### src/rtl/i2c_target_if.sv
// I2C target bus/local-side signal bundle: SCL/SDA pins plus the byte strobe interface.
// Latency: none (wires only).
// Backpressure: none; tx_req/rx_valid are one-cycle strobes with no ready handshake.
// Ports:
//   i_scl, i_sda   bus lines as seen on the board (wired-AND of all drivers)
//   o_sda          target SDA drive, 0 pulls low, 1 releases
//   rx_data/rx_valid  received byte and its one-cycle strobe
//   tx_data/tx_req    byte to send on a read and the strobe asking for the next one
//   addr_hit, rw_dir, busy  transfer status
interface i2c_target_if;
    logic       i_scl;
    logic       i_sda;
    logic       o_sda;
    logic [7:0] rx_data;
    logic       rx_valid;
    logic [7:0] tx_data;
    logic       tx_req;
    logic       addr_hit;
    logic       rw_dir;
    logic       busy;

    modport slave (
        input  i_scl, i_sda, tx_data,
        output o_sda, rx_data, rx_valid, tx_req, addr_hit, rw_dir, busy
    );

    modport master (
        output i_scl, i_sda, tx_data,
        input  o_sda, rx_data, rx_valid, tx_req, addr_hit, rw_dir, busy
    );
endinterface

### src/rtl/i2c_target.sv
// I2C target endpoint: oversampled SCL/SDA, START/STOP detect, 7-bit address match, byte RX/TX.
// Latency: pin to event SYNC_STAGES+1 clk (+2 clk when I2C_GLITCH_FILTER_EN is defined).
// Backpressure: none; every written byte is ACKed, tx_data must be valid by the next SCL fall after tx_req.
// Ports: clk, rst_n (async active-low), bus (i2c_target_if.slave: i_scl, i_sda, o_sda, rx_data,
//   rx_valid, tx_data, tx_req, addr_hit, rw_dir, busy).
// Optional feature macro: I2C_GLITCH_FILTER_EN adds a 3-sample agreement filter on SCL/SDA.
module i2c_target #(
    parameter logic [6:0] SLV_ADDR    = 7'h42,
    parameter int         SYNC_STAGES = 2
) (
    input  logic         clk,
    input  logic         rst_n,
    i2c_target_if.slave  bus
);

    typedef enum logic [2:0] {
        IDLE, ADDR, ADDR_ACK, RX_DATA, RX_ACK, TX_DATA, TX_ACK, WAIT_STOP
    } state_t;

    // Input synchronisers
    logic [SYNC_STAGES-1:0] scl_sync_q, scl_sync_d;
    logic [SYNC_STAGES-1:0] sda_sync_q, sda_sync_d;
    logic                   scl_s, sda_s;   // synchronised
    logic                   scl_f, sda_f;   // after optional filter
    logic                   scl_h_q, scl_h_d, sda_h_q, sda_h_d;

`ifdef I2C_GLITCH_FILTER_EN
    logic [1:0] scl_flt_q, scl_flt_d, sda_flt_q, sda_flt_d;
`endif

    // Event strobes
    logic scl_rise, scl_fall, start_det, stop_det;

    // FSM and datapath
    state_t     state_q, state_d;
    logic [2:0] bit_cnt_q, bit_cnt_d;
    logic [7:0] shift_q, shift_d;
    logic       phase_q, phase_d;       // second half of an ACK/reload slot
    logic       o_sda_q, o_sda_d;
    logic [7:0] rx_data_q, rx_data_d;
    logic       rx_valid_q, rx_valid_d;
    logic       tx_req_q, tx_req_d;
    logic       addr_hit_q, addr_hit_d;
    logic       rw_dir_q, rw_dir_d;
    logic       busy_q, busy_d;

    always_comb begin
        scl_sync_d = {scl_sync_q[SYNC_STAGES-2:0], bus.i_scl};
        sda_sync_d = {sda_sync_q[SYNC_STAGES-2:0], bus.i_sda};
        scl_s      = scl_sync_q[SYNC_STAGES-1];
        sda_s      = sda_sync_q[SYNC_STAGES-1];

`ifdef I2C_GLITCH_FILTER_EN
        // The filtered value follows the input only once the current and two previous
        // samples agree; otherwise it holds, and the held value is the history flop.
        scl_flt_d = {scl_flt_q[0], scl_s};
        sda_flt_d = {sda_flt_q[0], sda_s};
        scl_f = (scl_s == scl_flt_q[0] && scl_s == scl_flt_q[1]) ? scl_s : scl_h_q;
        sda_f = (sda_s == sda_flt_q[0] && sda_s == sda_flt_q[1]) ? sda_s : sda_h_q;
`else
        scl_f = scl_s;
        sda_f = sda_s;
`endif

        scl_h_d   = scl_f;
        sda_h_d   = sda_f;
        scl_rise  =  scl_f & ~scl_h_q;
        scl_fall  = ~scl_f &  scl_h_q;
        // SCL must be high in both samples so an SCL edge never looks like START/STOP.
        start_det = scl_f & scl_h_q &  sda_h_q & ~sda_f;
        stop_det  = scl_f & scl_h_q & ~sda_h_q &  sda_f;

        state_d    = state_q;
        bit_cnt_d  = bit_cnt_q;
        shift_d    = shift_q;
        phase_d    = phase_q;
        o_sda_d    = o_sda_q;
        rx_data_d  = rx_data_q;
        rx_valid_d = 1'b0;
        tx_req_d   = 1'b0;
        addr_hit_d = addr_hit_q;
        rw_dir_d   = rw_dir_q;
        busy_d     = busy_q;

        if (start_det) begin
            state_d    = ADDR;
            bit_cnt_d  = 3'd7;
            phase_d    = 1'b0;
            o_sda_d    = 1'b1;
            addr_hit_d = 1'b0;
            busy_d     = 1'b1;
        end else if (stop_det) begin
            state_d    = IDLE;
            bit_cnt_d  = 3'd7;
            phase_d    = 1'b0;
            o_sda_d    = 1'b1;
            addr_hit_d = 1'b0;
            busy_d     = 1'b0;
        end else begin
            case (state_q)
                IDLE, WAIT_STOP: ;

                ADDR: if (scl_rise) begin
                    shift_d = {shift_q[6:0], sda_f};
                    if (bit_cnt_q == 3'd0) begin
                        bit_cnt_d = 3'd7;
                        state_d   = (shift_d[7:1] == SLV_ADDR) ? ADDR_ACK : WAIT_STOP;
                    end else begin
                        bit_cnt_d = bit_cnt_q - 3'd1;
                    end
                end

                ADDR_ACK: begin
                    if (scl_fall) begin
                        if (!phase_q) begin
                            o_sda_d    = 1'b0;
                            phase_d    = 1'b1;
                            addr_hit_d = 1'b1;
                            rw_dir_d   = shift_q[0];
                        end else begin
                            phase_d = 1'b0;
                            if (rw_dir_q) begin
                                // Load the first read byte and put its MSB on the bus at once.
                                shift_d = bus.tx_data;
                                o_sda_d = bus.tx_data[7];
                                state_d = TX_DATA;
                            end else begin
                                o_sda_d = 1'b1;
                                state_d = RX_DATA;
                            end
                        end
                    end else if (scl_rise && phase_q && rw_dir_q) begin
                        tx_req_d = 1'b1;
                    end
                end

                RX_DATA: if (scl_rise) begin
                    shift_d = {shift_q[6:0], sda_f};
                    if (bit_cnt_q == 3'd0) begin
                        bit_cnt_d  = 3'd7;
                        rx_data_d  = shift_d;
                        rx_valid_d = 1'b1;
                        state_d    = RX_ACK;
                    end else begin
                        bit_cnt_d = bit_cnt_q - 3'd1;
                    end
                end

                RX_ACK: if (scl_fall) begin
                    if (!phase_q) begin
                        o_sda_d = 1'b0;
                        phase_d = 1'b1;
                    end else begin
                        o_sda_d = 1'b1;
                        phase_d = 1'b0;
                        state_d = RX_DATA;
                    end
                end

                TX_DATA: if (scl_fall) begin
                    if (bit_cnt_q == 3'd0) begin
                        o_sda_d   = 1'b1;
                        bit_cnt_d = 3'd7;
                        state_d   = TX_ACK;
                    end else begin
                        shift_d   = {shift_q[6:0], 1'b0};
                        o_sda_d   = shift_q[6];
                        bit_cnt_d = bit_cnt_q - 3'd1;
                    end
                end

                TX_ACK: begin
                    if (scl_rise && !phase_q) begin
                        if (!sda_f) begin
                            tx_req_d = 1'b1;
                            phase_d  = 1'b1;
                        end else begin
                            state_d = WAIT_STOP;
                        end
                    end else if (scl_fall && phase_q) begin
                        shift_d = bus.tx_data;
                        o_sda_d = bus.tx_data[7];
                        phase_d = 1'b0;
                        state_d = TX_DATA;
                    end
                end

                default: state_d = IDLE;
            endcase
        end
    end

    always_ff @(posedge clk or negedge rst_n) begin
        if (!rst_n) begin
            // Sync chains reset to the idle-bus level so reset release creates no START/STOP.
            scl_sync_q <= '1;
            sda_sync_q <= '1;
            scl_h_q    <= 1'b1;
            sda_h_q    <= 1'b1;
`ifdef I2C_GLITCH_FILTER_EN
            scl_flt_q  <= 2'b11;
            sda_flt_q  <= 2'b11;
`endif
            state_q    <= IDLE;
            bit_cnt_q  <= 3'd7;
            shift_q    <= 8'h00;
            phase_q    <= 1'b0;
            o_sda_q    <= 1'b1;
            rx_data_q  <= 8'h00;
            rx_valid_q <= 1'b0;
            tx_req_q   <= 1'b0;
            addr_hit_q <= 1'b0;
            rw_dir_q   <= 1'b0;
            busy_q     <= 1'b0;
        end else begin
            scl_sync_q <= scl_sync_d;
            sda_sync_q <= sda_sync_d;
            scl_h_q    <= scl_h_d;
            sda_h_q    <= sda_h_d;
`ifdef I2C_GLITCH_FILTER_EN
            scl_flt_q  <= scl_flt_d;
            sda_flt_q  <= sda_flt_d;
`endif
            state_q    <= state_d;
            bit_cnt_q  <= bit_cnt_d;
            shift_q    <= shift_d;
            phase_q    <= phase_d;
            o_sda_q    <= o_sda_d;
            rx_data_q  <= rx_data_d;
            rx_valid_q <= rx_valid_d;
            tx_req_q   <= tx_req_d;
            addr_hit_q <= addr_hit_d;
            rw_dir_q   <= rw_dir_d;
            busy_q     <= busy_d;
        end
    end

    assign bus.o_sda    = o_sda_q;
    assign bus.rx_data  = rx_data_q;
    assign bus.rx_valid = rx_valid_q;
    assign bus.tx_req   = tx_req_q;
    assign bus.addr_hit = addr_hit_q;
    assign bus.rw_dir   = rw_dir_q;
    assign bus.busy     = busy_q;

endmodule

### src/flat_wrapper.sv
// flat-port wrapper written by rule: the top's interface ports become plain ports
module i2c_target_flat 
#(
    parameter logic [6:0] SLV_ADDR    = 7'h42,
    parameter int         SYNC_STAGES = 2
)
  (clk, rst_n, bus_i_scl, bus_i_sda, bus_tx_data, bus_o_sda, bus_rx_data, bus_rx_valid, bus_tx_req, bus_addr_hit, bus_rw_dir, bus_busy);
  i2c_target_if bus_i ();
  input  logic clk;
  input  logic rst_n;
  input wire logic [$bits(bus_i.i_scl)-1:0] bus_i_scl;
  input wire logic [$bits(bus_i.i_sda)-1:0] bus_i_sda;
  input wire logic [$bits(bus_i.tx_data)-1:0] bus_tx_data;
  output wire logic [$bits(bus_i.o_sda)-1:0] bus_o_sda;
  output wire logic [$bits(bus_i.rx_data)-1:0] bus_rx_data;
  output wire logic [$bits(bus_i.rx_valid)-1:0] bus_rx_valid;
  output wire logic [$bits(bus_i.tx_req)-1:0] bus_tx_req;
  output wire logic [$bits(bus_i.addr_hit)-1:0] bus_addr_hit;
  output wire logic [$bits(bus_i.rw_dir)-1:0] bus_rw_dir;
  output wire logic [$bits(bus_i.busy)-1:0] bus_busy;
  assign bus_i.i_scl = bus_i_scl;
  assign bus_i.i_sda = bus_i_sda;
  assign bus_i.tx_data = bus_tx_data;
  assign bus_o_sda = bus_i.o_sda;
  assign bus_rx_data = bus_i.rx_data;
  assign bus_rx_valid = bus_i.rx_valid;
  assign bus_tx_req = bus_i.tx_req;
  assign bus_addr_hit = bus_i.addr_hit;
  assign bus_rw_dir = bus_i.rw_dir;
  assign bus_busy = bus_i.busy;
  i2c_target #(.SLV_ADDR(SLV_ADDR), .SYNC_STAGES(SYNC_STAGES)) u_core (.clk(clk), .rst_n(rst_n), .bus(bus_i));
endmodule
### config.mk
export PLATFORM = sky130hd
export DESIGN_NAME = i2c_target_flat
export DESIGN_NICKNAME = d
export VERILOG_FILES = /design/src/rtl/i2c_target_if.sv /design/src/rtl/i2c_target.sv /design/src/flat_wrapper.sv
export SDC_FILE = /design/constraint.sdc
export NUM_CORES = 1
export LEC_CHECK = 0
export ABC_AREA = 0
export CAP_MARGIN = 20
export CELL_PAD_IN_SITES_DETAIL_PLACEMENT = 1
export CELL_PAD_IN_SITES_GLOBAL_PLACEMENT = 1
export CORE_UTILIZATION = 44
export CTS_BUF_LIST = sky130_fd_sc_hd__clkbuf_4 sky130_fd_sc_hd__clkbuf_8
export CTS_CLUSTER_DIAMETER = 40
export CTS_CLUSTER_SIZE = 20
export DETAILED_ROUTE_END_ITERATION = 10
export PLACE_DENSITY = 0.92
export SYNTH_ARGS = -nofsm -noshare
export SYNTH_HDL_FRONTEND = slang
export SYNTH_SLANG_ARGS = --single-unit
### constraint.sdc
create_clock -name clk -period 2.29 [get_ports clk]
set_input_delay 0.3435 -clock clk [delete_from_list [all_inputs] [get_ports clk]]
set_output_delay 0.3435 -clock clk [all_outputs]
set_load 0.05 [all_outputs]
======== Word-level counts from Yosys, hierarchy flattened ========
Cells that the tools add are included.
cells by class
  eq/ne operators ......................... 33
  bitwise operators ....................... 14
  mux-type cells .......................... 72
  reduce and logical (&&, ||, !) cells .... 24
  $add $sub $neg .......................... 1
operators by type and width
  operator                                             number
  two-way mux 3 bit                                    22
  two-way mux 7 bit                                    8
  != test 4 x 1 -> 1 bit, second input constant        13
  two-way mux 1 bit                                    36
  one-hot mux 7 bit (4 select lines)                   1
  one-hot mux 3 bit (6 select lines)                   1
  AND reduction 13 bit                                 1
  != test 2 x 1 -> 1 bit, second input constant        6
  nonzero test 4 bit                                   3
  AND reduction 11 bit                                 1
  AND reduction 5 bit                                  2
  equality test 3 bit, second input constant           3
  nonzero test 8 bit                                   1
  bitwise AND 1 bit                                    7
  equality test 7 bit, second input constant           1
  NOT 1 bit                                            7
  equality test 3 x 2 -> 1 bit, second input constant  2
  one-hot mux 3 bit (2 select lines)                   1
  AND reduction 3 bit                                  2
  AND reduction 6 bit                                  1
  nonzero test 3 bit                                   2
  nonzero test 6 bit                                   1
  != test 5 x 1 -> 1 bit, second input constant        1
  != test 5 x 2 -> 1 bit, second input constant        1
  14 further kinds                                     20
word-level totals
  output and inout port bits .............. 14
  logic and storage cells ................. 159
  input port bits ......................... 12
  register bits after elaboration ......... 34

======== Logic depth before layout (Yosys ltp) ========
Gate-level depths: netlist (run 1).
  depth after elaboration ................. 9
  gate-level depth with buffers ........... 7
  depth with buffers taken out ............ 7

======== Worst setup path after synthesis (run 1) ========
Ideal clock, no wire load.
  path type ............................... reg-to-reg
  start ................................... reg u_core.bit_cnt_q[0]
  end ..................................... reg u_core.shift_q[0]
  arrival ................................. 1.881 ns
  path buffers ............................ 0
  cell stages (with the launch flop) ...... 8
  clock period less this slack ............ 2.006 ns
  setup time .............................. 0.125 ns
  required time ........................... 2.165 ns
  slack ................................... 0.284 ns
  path through ............................ dfstp_2 > inv_1 > ha_1 > nor2b_1 > o31ai_1 > nand2_1 > a22oi_4 > mux2_2
between the ends
  word-level cells in the longest chain between the ends .. 3
RTL lines
  item                                   RTL line           text
  start: declaration                     i2c_target.sv:36   logic [2:0] bit_cnt_q, bit_cnt_d;
  start signal: assignment               i2c_target.sv:225  bit_cnt_q <= bit_cnt_d;
  logical NOT 3 bit                      i2c_target.sv:161  if (bit_cnt_q == 3'd0) begin
  != test 2 bit (no source line)         --
  AND reduction 11 bit (no source line)  --
  end signal: assignment                 i2c_target.sv:226  shift_q <= shift_d;
  end: declaration                       i2c_target.sv:37   logic [7:0] shift_q, shift_d;
Every way passes these cells.
A chain may end at the register's enable or synchronous reset.

======== Final worst setup path (run 1) ========
  start ................................... reg u_core.bit_cnt_q[0]
  end ..................................... reg u_core.shift_q[4]
The elaborated chain is that of the path after synthesis.

==> run_results.csv, run 1 <==
group,metric,value,unit
outcome,status,"finished, final reports clean",
pwr,ir_worst_vdd,0.000563,V
timing,tightest_slew,586,ps
layout,n_antenna_cell,0,
synthesis,synth-adder-area-share,1.38,%
detailed_routing,vias,1442,
synthesis,synth_seq_cells,34,
timing,finalHoldViolCount,0,
synthesis,ys_seq_area_share,47.5,%
pwr,report.power.total,2630,µW
layout,syn_to_final_growth,23.3,%
synthesis,yosysWarnings,0,
placement,port_buffers,25,
synthesis,synthFlopType,"dfrtp_1",
synthesis,synth-simple-area-share,15.3,%
synthesis,synth_nets,183,
min_path,hp-start,"u_core.sda_sync_q[0]",
pwr,p_leak,0.000956,µW
placement,gp_congestion,0.797,
critical_path,rr_startpoint,"u_core.bit_cnt_q[0]",
clocking,clkTransAtPathRegs,80,ps
timing,period_minus_slack,2200,ps
layout,drive_gt1_share,26.5,%
min_path,holdPathEnd,"u_core.sda_sync_q[1]",
synthesis,syn_avg_cell_area,10.8,µm²
global_routing,grt_pass1_wl,7.88,mm
clocking,h-tree-depth,2,
floorplanning,pin_count,26,
timing,slew_headroom,60.9,%
layout,mostFrequentLayoutCells,"clkdlybuf4s50_1, dfrtp_1, mux2_2",
critical_path,worstPathArrival,2380,ps
synthesis,synthMuxAreaShare,15.3,%
layout,finish.instance_area,2240,µm²
global_routing,grt_pass1_vias,1564,
detailed_routing,drc,0,
timing,setup_viol,0,
synthesis,netlist_area,1820,µm²
detailed_routing,viasPerCell,5.77,
layout,nNetsFinal,213,
clocking,clockBufferDepth,2,
critical_path,reg2regPathDepth,7,
floorplanning,initial_core_util,45.8,%
synthesis,ys_types,44,
global_routing,top_usage_layer,"met2",
detailed_routing,detail_route.wl_per_cell,18.7,µm
floorplanning,die_w,66.3,µm
critical_path,critPathCaptureType,"register",
layout,final_common_cell,"clkdlybuf4s50_1",
floorplanning,die_h,66.3,µm
critical_path,required,2470,ps
global_routing,grt_overflow_total,0,
floorplanning,die-area,4390,µm²
clocking,clock_latency,290,ps
detailed_routing,routed_wl,4.68,mm
global_routing,antenna_found_initial,0,
min_path,hold_depth,0,
critical_path,crit_fanout,7,
min_path,hp-class,"register to register",
synthesis,synth_top_family_by_area,"compound AO/OA/AOI/OAI gates",
global_routing,use_met2,42.5,%
critical_path,r2r_end,"u_core.shift_q[4]",
layout,fin_util,56.4,%
synthesis,async_flop_share,100,%
placement,hpwl,3.21,mm
synthesis,synth_edf_count,0,
clocking,clock-sinks,34,
clocking,numCtsBuffers,5,
job,maxCapViolations,0,
synthesis,synth-xor-area-share,0.964,%
critical_path,r2r_setup_slack,90,ps
global_routing,met1_usage,28.5,%
clocking,cts-root-buf,"clkbuf_8",
placement,place_area,2130,µm²
layout,fin_cells,250,
detailed_routing,antenna_left,0,
timing,slew_viol_final,0,
detailed_routing,drt_first_pass_iters,4,
timing,fin_worst_skew,9.13,ps
global_routing,met3_usage,4.83,%
synthesis,synth-compound-area-share,16.2,%
floorplanning,core,3970,µm²
critical_path,crit_type,"register to register",
global_routing,track_usage,24.6,%
floorplanning,rows,23,
critical_path,cp-start-kind,"register",
global_routing,grt_max_degree,35,
synthesis,synth_cells,169,
clocking,cts_tree,"built",
timing,fmax,0.454,GHz
timing,min_period_over_period,96.2,%
detailed_routing,drt_iter0_markers,54,
pwr,power_density,1180,nW/µm²
placement,place_inst,241,
## metrics by stage
stage               setup TNS [ps]  worst slack [ps]  hold slack, ps
floorplan                        0               284            47.9
global placement                 0               216             346
detailed placement               0               113             347
CTS                              0              2.92             357
global route                 -7.97             -7.97             363
finish                           0              86.7             356
## metal layers
metal | up-vias | wire length (µm)
met1 | 707 | 2010
met3 | 12 | 211
met2 | 49 | 2320
met4 | 0 | 126
li1 | 674 | -
met5 | - | 0
## registers in the layout, summed over array words and instances, names as in the netlist
register             flops
u_core.bit_cnt_q         3
u_core.bus.o_sda         1
u_core.sda_sync_q        2
u_core.scl_h_q           1
u_core.bus.busy          1
u_core.scl_sync_q        2
u_core.bus.tx_req        1
u_core.bus.rw_dir        1
u_core.phase_q           1
u_core.bus.rx_valid      1
u_core.sda_h_q           1
u_core.bus.addr_hit      1
u_core.shift_q           7
u_core.bus.rx_data       8
u_core.state_q           3
## kinds of logic (layout without fill, tap and decap cells)
kind of cell / count (synthesis) / in the layout
AND/OR/NAND/NOR: 51 / 51
AO/OA/AOI/OAI: 41 / 41
flip-flops: 34 / 34
multiplexers: 25 / 25
buffers and inverters: 14 / 45
adder cells (fa/ha/maj): 2 / 2
XOR/XNOR: 2 / 2
## layout make-up
| cell class | instances | area, µm² |
|---|---|---|
| clock inverter | 1 | 5.00 |
| tap | 50 | 62.6 |
| multi-input combinational | 121 | 898 |
| timing repair buffer | 32 | 303 |
| fill | 440 | 1730 |
| sequential | 34 | 863 |
| inverter | 5 | 18.8 |
| clock buffer | 7 | 90.1 |
## synthesized netlist by cell type (2+ instances only)
| master | instances | share of area, % |
|---|---|---|
| nand3_1 | 5 | 1.4 |
| nand3b_1 | 2 | 0.83 |
| o21ai_0 | 11 | 3.0 |
| a32oi_1 | 2 | 0.96 |
| a31oi_1 | 3 | 1.0 |
| o211ai_1 | 3 | 1.2 |
| nand2_1 | 16 | 3.3 |
| nand2b_1 | 3 | 1.0 |
| nor2b_1 | 9 | 3.1 |
| ha_1 | 2 | 1.4 |
| a21oi_1 | 5 | 1.4 |
| xor2_1 | 2 | 0.96 |
| mux2_2 | 22 | 14 |
| o21a_1 | 2 | 0.83 |
| dfrtp_1 | 24 | 33 |
| o31ai_1 | 2 | 0.83 |
| mux2i_1 | 3 | 1.7 |
| nor2_1 | 8 | 1.7 |
| dfstp_2 | 10 | 14 |
| buf_2 | 7 | 1.9 |
| inv_1 | 5 | 1.0 |
## worst max-delay path: stages (launching register included)
cell and delay (ps):
dfstp_2 520, inv_1 70, ha_1 240, nor2b_1 190, o31ai_2 230, nand2_1 140
a22oi_4 320, mux2_2 380
## report_power, final
group / internal, µW / switching (µW) / leakage (µW)
clock network: 255 / 231 / 0.0000517
logic: 527 / 612 / 0.000495
registers: 778 / 233 / 0.000410
## worst max-delay path by stage
stage                         from           endpoint  slack [ps]
3_5_place_dp   u_core.bit_cnt_q[0]  u_core.shift_q[4]         110
2_1_floorplan  u_core.bit_cnt_q[0]  u_core.shift_q[0]         280
6_report       u_core.bit_cnt_q[0]  u_core.shift_q[4]          90
3_3_place_gp   u_core.bit_cnt_q[0]  u_core.shift_q[1]         220
5_1_grt        u_core.bit_cnt_q[0]  u_core.shift_q[4]          -8
4_1_cts        u_core.bit_cnt_q[0]  u_core.shift_q[4]           3
## what timing repair did
action,4_1_cts,5_1_grt
cloned,0,0
endpoints found under the setup margin,4,6
hold buffers,0,0
pin swaps,1,3
setup buffers,0,1
resized for setup,0,1
Note: power is estimated with default switching activity, not from simulation.
==> run 2, diff against run 1 <==
--- a/config.mk
+++ b/config.mk
@@ -18,3 +18,4 @@
 export SYNTH_ARGS = -nofsm -noshare
 export SYNTH_HDL_FRONTEND = slang
 export SYNTH_SLANG_ARGS = --single-unit
+export TNS_END_PERCENT = 10
==> results of run 2 <==
The final DEF is identical to that of run 1; final timing and power are the same.
